==> src/rtl/ram_ctrl_if.sv <==
// ram_ctrl_if: command, write-data, read-data, status and memory-port signals of ram_ctrl.
//   Command   : cmd_valid/cmd_ready handshake, cmd_read (1 = read burst), cmd_addr, cmd_len
//   Write data: wr_valid/wr_ready/wr_data stream into the controller
//   Read data : rd_valid/rd_ready/rd_data stream out of the controller
//   Status    : busy (burst in progress), done (one-cycle completion pulse)
//   Memory    : mem_we (0 = write, 1 = read), mem_addr, mem_wdata, mem_rdata (registered read)
// slave is the controller side; master is the requester side, which also models the memory.
interface ram_ctrl_if #(
  parameter int unsigned data_length = 32,
  parameter int unsigned mem_length  = 32
);
  localparam int unsigned AW = $clog2(mem_length);
  localparam int unsigned LW = AW + 1;

  logic                   cmd_valid;
  logic                   cmd_ready;
  logic                   cmd_read;
  logic [AW-1:0]          cmd_addr;
  logic [LW-1:0]          cmd_len;
  logic                   wr_valid;
  logic                   wr_ready;
  logic [data_length-1:0] wr_data;
  logic                   rd_valid;
  logic                   rd_ready;
  logic [data_length-1:0] rd_data;
  logic                   busy;
  logic                   done;
  logic                   mem_we;
  logic [AW-1:0]          mem_addr;
  logic [data_length-1:0] mem_wdata;
  logic [data_length-1:0] mem_rdata;

  modport slave (
    input  cmd_valid, cmd_read, cmd_addr, cmd_len, wr_valid, wr_data, rd_ready, mem_rdata,
    output cmd_ready, wr_ready, rd_valid, rd_data, busy, done, mem_we, mem_addr, mem_wdata
  );

  modport master (
    output cmd_valid, cmd_read, cmd_addr, cmd_len, wr_valid, wr_data, rd_ready, mem_rdata,
    input  cmd_ready, wr_ready, rd_valid, rd_data, busy, done, mem_we, mem_addr, mem_wdata
  );
endinterface

==> src/rtl/ram_ctrl.sv <==
// ram_ctrl: burst controller between a command/stream interface and a single-port RAM with
// registered read data.
//   clk   : single clock, rising edge
//   rst_n : asynchronous active-low reset
//   bus   : ram_ctrl_if.slave (command, write stream, read stream, status, memory port)
// A write burst writes one word per wr_valid cycle; a read burst fetches one word per three
// cycles (address, capture, output). The address counter wraps at mem_length, and lengths above
// mem_length simply keep wrapping. A zero-length command goes straight to the done pulse.
module ram_ctrl #(
  parameter int unsigned data_length = 32,
  parameter int unsigned mem_length  = 32
) (
  input logic       clk,
  input logic       rst_n,
  ram_ctrl_if.slave bus
);
  localparam int unsigned AW = $clog2(mem_length);
  localparam int unsigned LW = AW + 1;
  localparam logic [AW-1:0] AddrLast = AW'(mem_length - 1);

  typedef enum logic [2:0] {
    StIdle,
    StWrite,
    StRdAddr,
    StRdCap,
    StRdOut,
    StDone
  } state_e;

  state_e                 state_q;
  logic [AW-1:0]          addr_q;
  logic [LW-1:0]          cnt_q;
  logic [data_length-1:0] rd_data_q;

  // Explicit wrap so non-power-of-2 depths never address past the last word.
  function automatic logic [AW-1:0] addr_inc(input logic [AW-1:0] a);
    return (a == AddrLast) ? '0 : a + AW'(1);
  endfunction

  always_ff @(posedge clk or negedge rst_n) begin
    if (!rst_n) begin
      state_q   <= StIdle;
      addr_q    <= '0;
      cnt_q     <= '0;
      rd_data_q <= '0;
    end else begin
      case (state_q)
        StIdle: begin
          if (bus.cmd_valid) begin
            addr_q <= bus.cmd_addr;
            cnt_q  <= bus.cmd_len;
            if (bus.cmd_len == '0) begin
              state_q <= StDone;
            end else if (bus.cmd_read) begin
              state_q <= StRdAddr;
            end else begin
              state_q <= StWrite;
            end
          end
        end
        StWrite: begin
          if (bus.wr_valid) begin
            addr_q <= addr_inc(addr_q);
            cnt_q  <= cnt_q - LW'(1);
            if (cnt_q == LW'(1)) begin
              state_q <= StDone;
            end
          end
        end
        StRdAddr: state_q <= StRdCap;
        StRdCap: begin
          // Memory output is valid one cycle after the address was presented.
          rd_data_q <= bus.mem_rdata;
          state_q   <= StRdOut;
        end
        StRdOut: begin
          if (bus.rd_ready) begin
            addr_q  <= addr_inc(addr_q);
            cnt_q   <= cnt_q - LW'(1);
            state_q <= (cnt_q == LW'(1)) ? StDone : StRdAddr;
          end
        end
        StDone:  state_q <= StIdle;
        default: state_q <= StIdle;
      endcase
    end
  end

  // cmd_ready is gated by rst_n so it stays low while reset is held.
  assign bus.cmd_ready = rst_n && (state_q == StIdle);
  assign bus.wr_ready  = (state_q == StWrite);
  // The memory is written only in cycles that complete a write handshake.
  assign bus.mem_we    = !((state_q == StWrite) && bus.wr_valid);
  assign bus.mem_addr  = addr_q;
  assign bus.mem_wdata = (state_q == StWrite) ? bus.wr_data : '0;
  assign bus.rd_valid  = (state_q == StRdOut);
  assign bus.rd_data   = rd_data_q;
  assign bus.busy      = (state_q != StIdle);
  assign bus.done      = (state_q == StDone);

endmodule

==> src/flat_wrapper.sv <==
// flat-port wrapper written by rule: the top's interface ports become plain ports
module ram_ctrl_flat 
#(
  parameter int unsigned data_length = 32,
  parameter int unsigned mem_length  = 32
)
  (clk, rst_n, bus_cmd_valid, bus_cmd_read, bus_cmd_addr, bus_cmd_len, bus_wr_valid, bus_wr_data, bus_rd_ready, bus_mem_rdata, bus_cmd_ready, bus_wr_ready, bus_rd_valid, bus_rd_data, bus_busy, bus_done, bus_mem_we, bus_mem_addr, bus_mem_wdata);
  ram_ctrl_if #(.data_length(data_length), .mem_length(mem_length)) bus_i ();
  input logic clk;
  input logic rst_n;
  input wire logic [$bits(bus_i.cmd_valid)-1:0] bus_cmd_valid;
  input wire logic [$bits(bus_i.cmd_read)-1:0] bus_cmd_read;
  input wire logic [$bits(bus_i.cmd_addr)-1:0] bus_cmd_addr;
  input wire logic [$bits(bus_i.cmd_len)-1:0] bus_cmd_len;
  input wire logic [$bits(bus_i.wr_valid)-1:0] bus_wr_valid;
  input wire logic [$bits(bus_i.wr_data)-1:0] bus_wr_data;
  input wire logic [$bits(bus_i.rd_ready)-1:0] bus_rd_ready;
  input wire logic [$bits(bus_i.mem_rdata)-1:0] bus_mem_rdata;
  output wire logic [$bits(bus_i.cmd_ready)-1:0] bus_cmd_ready;
  output wire logic [$bits(bus_i.wr_ready)-1:0] bus_wr_ready;
  output wire logic [$bits(bus_i.rd_valid)-1:0] bus_rd_valid;
  output wire logic [$bits(bus_i.rd_data)-1:0] bus_rd_data;
  output wire logic [$bits(bus_i.busy)-1:0] bus_busy;
  output wire logic [$bits(bus_i.done)-1:0] bus_done;
  output wire logic [$bits(bus_i.mem_we)-1:0] bus_mem_we;
  output wire logic [$bits(bus_i.mem_addr)-1:0] bus_mem_addr;
  output wire logic [$bits(bus_i.mem_wdata)-1:0] bus_mem_wdata;
  assign bus_i.cmd_valid = bus_cmd_valid;
  assign bus_i.cmd_read = bus_cmd_read;
  assign bus_i.cmd_addr = bus_cmd_addr;
  assign bus_i.cmd_len = bus_cmd_len;
  assign bus_i.wr_valid = bus_wr_valid;
  assign bus_i.wr_data = bus_wr_data;
  assign bus_i.rd_ready = bus_rd_ready;
  assign bus_i.mem_rdata = bus_mem_rdata;
  assign bus_cmd_ready = bus_i.cmd_ready;
  assign bus_wr_ready = bus_i.wr_ready;
  assign bus_rd_valid = bus_i.rd_valid;
  assign bus_rd_data = bus_i.rd_data;
  assign bus_busy = bus_i.busy;
  assign bus_done = bus_i.done;
  assign bus_mem_we = bus_i.mem_we;
  assign bus_mem_addr = bus_i.mem_addr;
  assign bus_mem_wdata = bus_i.mem_wdata;
  ram_ctrl #(.data_length(data_length), .mem_length(mem_length)) u_core (.clk(clk), .rst_n(rst_n), .bus(bus_i));
endmodule
==> config.mk <==
export PLATFORM = sky130hd
export DESIGN_NAME = ram_ctrl_flat
export DESIGN_NICKNAME = d
export VERILOG_FILES = /design/src/rtl/ram_ctrl_if.sv /design/src/rtl/ram_ctrl.sv /design/src/flat_wrapper.sv
export SDC_FILE = /design/constraint.sdc
export NUM_CORES = 1
export LEC_CHECK = 0
export ABC_CLOCK_PERIOD_IN_PS = 1900
export CAP_MARGIN = 25
export CORE_AREA = 3 3 91 93
export DETAILED_ROUTE_END_ITERATION = 10
export DIE_AREA = 0 0 94 96
export PLACE_DENSITY = 0.75
export SLEW_MARGIN = 0
export SYNTH_ARGS = -nofsm -noshare
export SYNTH_HDL_FRONTEND = slang
export SYNTH_SLANG_ARGS = --single-unit
==> constraint.sdc <==
create_clock -name clk -period 1.9 [get_ports clk]
set_clock_uncertainty 0.2 [all_clocks]
set_input_delay 0.19 -clock clk [delete_from_list [all_inputs] [get_ports clk]]
set_output_delay 0.19 -clock clk [all_outputs]
set_load 0.005 [all_outputs]
# Word-level counts from Yosys, hierarchy flattened

Index checks and enable logic that the tools add are counted.

Latch bits: 0
Bits in read-only memories: 0
Register bits after elaboration: 46
Bits in writable memories: 0
Memories kept: 0
Output and inout bits: 75
Word-level logic and storage cells: 44

Multipliers: 0
Equality and inequality tests: 11
Shift operators: 0
Add/sub/neg operators: 2
Divide/modulo/power cells: 0
Muxes and demuxes: 18
Bitwise operators: 0
$lt $le $gt $ge: 0
Reduce and logical (&&, ||, !) cells: 9

Operators with widths:

| kind                                                                    | count |
|---|---|
| 32-bit 2-to-1 mux                                                       | 1 |
| 5-bit 2-to-1 mux                                                        | 4 |
| 3-bit 2-to-1 mux                                                        | 6 |
| 6-bit 2-to-1 mux                                                        | 3 |
| 6-bit one-hot mux with 3 select lines                                   | 1 |
| 3-bit one-hot mux with 5 select lines                                   | 1 |
| 5-bit one-hot mux with 3 select lines                                   | 1 |
| 4-bit AND reduction                                                     | 2 |
| 3-bit by 2-bit equality test with 1-bit output, second input constant   | 2 |
| 3-bit equality test, second input constant                              | 2 |
| 6-bit by 1-bit equality test with 1-bit output, second input constant   | 1 |
| 6-bit zero test                                                         | 1 |
| 2-bit inequality test, second input constant                            | 3 |
| 3-bit nonzero test                                                      | 2 |
| 6-bit by 1-bit subtractor with 6-bit output, second input constant      | 1 |
| 5-bit by 1-bit adder with 5-bit output, second input constant           | 1 |
| 5-bit equality test, second input constant                              | 1 |
| 3-bit by 1-bit equality test with 1-bit output, second input constant   | 1 |
| 3-bit zero test                                                         | 1 |
| 1-bit logical AND                                                       | 2 |
| 2-bit 2-to-1 mux                                                        | 1 |
| 2-bit by 1-bit inequality test with 1-bit output, second input constant | 1 |
| 1-bit zero test                                                         | 1 |

# Longest topological paths before layout

Depth after elaboration: 4
Depth in mapped cells: 7
Depth with buffers taken out: 6

# Worst setup path after synthesis

Ideal clock, no wire load.

Path type: register -> register
Start: reg u_core.addr_q[0] (netlist: u_core.bus.mem_addr[0])
End: reg u_core.addr_q[0] (netlist: u_core.bus.mem_addr[0])
Cell stages (with the launch flop): 7
Arrival time: 1.566 ns
Setup time: 0.083 ns
Required time: 1.617 ns
Path slack: 0.051 ns
Cells stage by stage: dfrtp_1 ha_1 and3_1 ha_1 or3_1 a2bb2oi_1 o21ai_0

Cells in the longest elaborated chain, start to end: 4
Elaborated cells on any way between the ends: 6

RTL lines:

| item                                                                                 | line                           | source |
|---|---|---|
| start, declared                                                                      | ram_ctrl.sv:31                 | `logic [AW-1:0] addr_q;` |
| start signal, assigned                                                               | ram_ctrl.sv:50                 | `addr_q <= bus.cmd_addr;` |
| start signal, assigned                                                               | ram_ctrl.sv:63                 | `addr_q <= addr_inc(addr_q);` |
| start signal, assigned                                                               | ram_ctrl.sv:78                 | `addr_q <= addr_inc(addr_q);` |
| 5-bit by 1-bit adder with 5-bit output / 5-bit equality test (equally long branches) | ram_ctrl.sv:37                 | `return (a == AddrLast) ? '0 : a + AW'(1);` |
| 5-bit 2-to-1 mux (*)                                                                 | ram_ctrl.sv:37                 |  |
| 5-bit 2-to-1 mux (on tied branches)                                                  | ram_ctrl.sv:77, ram_ctrl.sv:62 |  |
| 5-bit one-hot mux with 3 select lines (*)                                            | ram_ctrl.sv:47                 | `case (state_q)` |

Mark *: on every way between the ends. The rest lies on a longest branch, timed or not. The select of a mux whose other input is x is not followed.
A chain may end at the register's enable or synchronous reset.

# Worst setup path after layout

Start: reg u_core.state_q[2]
End: out bus_mem_wdata[18]

Cells in the longest elaborated chain, start to end: 2

RTL lines:

| item                                           | line               | source |
|---|---|---|
| start, declared                                | ram_ctrl.sv:30     | `state_e state_q;` |
| start signal, assigned                         | ram_ctrl.sv:42     | `state_q <= StIdle;` |
| start signal, assigned                         | ram_ctrl.sv:53     | `state_q <= StDone;` |
| start signal, assigned                         | ram_ctrl.sv:55     | `state_q <= StRdAddr;` |
| 3-bit by 1-bit equality test with 1-bit output | ram_ctrl.sv:95     | `assign bus.mem_wdata = (state_q == StWrite) ? bus.wr_data : '0;` |
| 32-bit 2-to-1 mux                              | ram_ctrl.sv:95     |  |
| end, declared                                  | flat_wrapper.sv:27 | `output wire logic [$bits(bus_i.mem_wdata)-1:0] bus_mem_wdata;` |

No other way between the ends.

==> impl_metrics.ini <==
[status]
status = finished, violations left
violations = negative setup slack

[worst_setup_path]
cp-start-kind = register
path_max_fanout = 8
worstPathRequired_ns = 1.51
path_class = reg -> out
r2r-start = u_core.state_q[2]$_DFFE_PN0P_
cp.arrival_ns = 1.56
worst_r2r_endpoint = u_core.bus.mem_addr[3]$_DFFE_PN0P_
end_kind = output pin
rr_worst_depth = 6
r2r_setup_slack_ns = 0.01

[pwr]
vdd_ir_drop_max_mv = 0.820
p_per_area_mw_per_mm2 = 1550
p_leak_nw = 2.11
power_mw = 7.48

[finish]
fill_cells = 609
areaGrowthSynthToFinish_pct = 96.6
fin_cells = 516
fin_area_mm2 = 0.00482
multi_input_area_mm2 = 0.00138
nets = 498
drive_gt1_share_pct = 39.9
antenna_cells = 0
regArea_mm2 = 0.00115

[logic_synthesis]
synth_top_area_share_pct = 47.0
yosysMostFrequentCell = dfrtp_1
synth.distinct_cells = 43
synth-seq-cells = 46
synth_flop_cell = dfrtp_1
ys_top_cells_by_area = dfrtp_1, mux2_2, and2_1
synthTopCellsByCount = dfrtp_1, and2_1, mux2_2
synth_fp_nets = 311
yosys.area.top_type = dfrtp_1
synth-edff-count = 0
yosysWarnings = 0
postSynthAreaPerCell_um2 = 10.8
syn_area_mm2 = 0.00245
synthCells = 226
yosysSeqAreaShare_pct = 47.0
async_flop_share_pct = 100

[min_path]
hp-start = bus_mem_rdata[10]
min_path_cells = 2
hold_path_class = in -> reg
min_to = u_core.bus.rd_data[10]$_DFFE_PN0P_

[routing]
drtIter0Drc = 52
antenna_left = 0
routed_wl_mm = 8.40
drc_errors = 0
vias = 2468
drt-wirelength-per-cell_um = 16.3
via_per_inst = 4.78
firstDrtPassIters = 4

[clock_network]
cts_tree = done
clk_pin_slew_ns = 0.10
cts_root_buffer = clkbuf_8
htree_levels = 2
cts_num_sinks = 46
clockBufferDepth = 2
cts_made_buffers = 5
worstSkewPairLatency_ns = 0.31

[grt]
antenna_found_initial = 0
globalRoute.totalOverflow = 0
grt.total_usage_pct = 16.6
grt_pass1_wl_mm = 11.9
grt_pass1_vias = 2415
grt_max_degree = 47

[placed_design]
placedCellCount = 492
gp_congestion = 0.826
dp_hpwl_mm = 5.73
port_buffers = 155
place_area_mm2 = 0.00427

[floorplanning]
dieArea_mm2 = 0.00902
start_util_pct = 32.2
die_w_um = 94
core_area_mm2 = 0.00761
die_h_um = 96
ios = 156
rows = 32

[sta]
drv_slew = 0
setup_viol = 26
fin_crit_sh_pct = 103
fin_crit_ns = 1.95
worstMarginPinSlew_ns = 0.578
fmax_ghz = 0.512
rsz0062_at_grt = yes
hold_viol_final = 0
layout_setup_ws_ns = -0.0539
slew_headroom_pct = 61.5

[run]
max_cap_violations = 0
routing by layer:
layer  up-vias  wire [µm]  part of all wire [%]  GRT usage (%)
met2        84       4260                    51           27.1
met5         -          0                     0              0
met4         0         51                  0.61           4.57
met1      1201       3670                    44           22.6
li1       1178          -                     -              -
met3         5        411                   4.9           2.97
what timing repair did:
action	CTS	global route
setup endpoints to repair	45	81
pin swaps	1	28
setup buffers	6	5
gates resized for setup	161	78
hold buffers	1	0
cloned	2	7
endpoints found under the hold margin	46	0
critical path: stages, from the launching register on:
cell,delay [ns]
dfrtp_1,0.42
nor2b_4,0.12
nor2b_4,0.19
buf_12,0.14
clkbuf_16,0.15
and2_4,0.14
buf_6,0.08
cell type report:
type / count / share of cell area, %
Timing Repair Buffer: 195 / 42.5
Multi-Input combinational cell: 161 / 28.7
Clock inverter: 3 / 0.441
Sequential cell: 46 / 23.9
Inverter: 4 / 0.312
Tap cell: 102 / 2.65
Clock buffer: 5 / 1.43
flip-flops by register name (all words and copies together) (netlist names):
name and count:
u_core.bus.rd_data 32, u_core.cnt_q 6, u_core.bus.mem_addr 5, u_core.state_q 3
power breakdown:
group	leakage, nW	switching [mW]	total [mW]	internal [mW]
logic	1.52	1.77	5.10	3.33
registers	0.540	0.299	1.78	1.48
clock network	0.0441	0.347	0.606	0.259
worst max path at each step:
stage	slack [ns]	depth (start not counted)	end	startpoint
after floorplan	0.05	6	u_core.bus.mem_addr[0]$_DFFE_PN0P_	u_core.bus.mem_addr[0]$_DFFE_PN0P_
after global placement	-0.07	5	bus_mem_wdata[26]	u_core.state_q[2]$_DFFE_PN0P_
after CTS	-0.18	7	bus_mem_wdata[14]	u_core.state_q[0]$_DFFE_PN0P_
after global routing	-0.10	6	bus_mem_wdata[18]	u_core.state_q[2]$_DFFE_PN0P_
final	-0.05	6	bus_mem_wdata[18]	u_core.state_q[2]$_DFFE_PN0P_
after detailed placement	-0.10	5	bus_mem_wdata[10]	u_core.state_q[2]$_DFFE_PN0P_
layout by cell type, fill, tap and decap left out, drive strengths merged, types with 4 or more instances in the layout:
cell,instances
inv,4
clkbuf,14
dfrtp,46
ha,4
mux2i,7
nor2,7
mux2,33
and2,34
a2bb2oi,6
nor2b,5
nand3,7
nand2,8
nor3,8
clkdlybuf4s50,116
o21ai,9
buf,68
through the flow:
| stage | worst slack (ns) | util [%] | hold WS [ns] | TNS [ns] |
|---|---|---|---|---|
| after floorplan | 0.0513 | - | -0.306 | 0 |
| after global routing | -0.101 | 63.3 | 0.287 | -2.42 |
| after global placement | -0.0687 | 56.1 | 0.139 | -1.53 |
| after detailed placement | -0.104 | 56.1 | 0.148 | -2.42 |
| after CTS | -0.175 | 58.5 | 0.288 | -3.71 |
| final | -0.0539 | 63.3 | 0.300 | -0.575 |
cell families after synthesis:
logic type,share of synthesized area [%]
AO/OA/AOI/OAI,9.80
XOR/XNOR,0.664
adder cells (fa/ha/maj),2.04
buffers and inverters,3.22
flip-flops,47.0
multiplexers,18.0
AND/OR/NAND/NOR,19.3
Note: power is estimated with default switching activity, not from simulation.
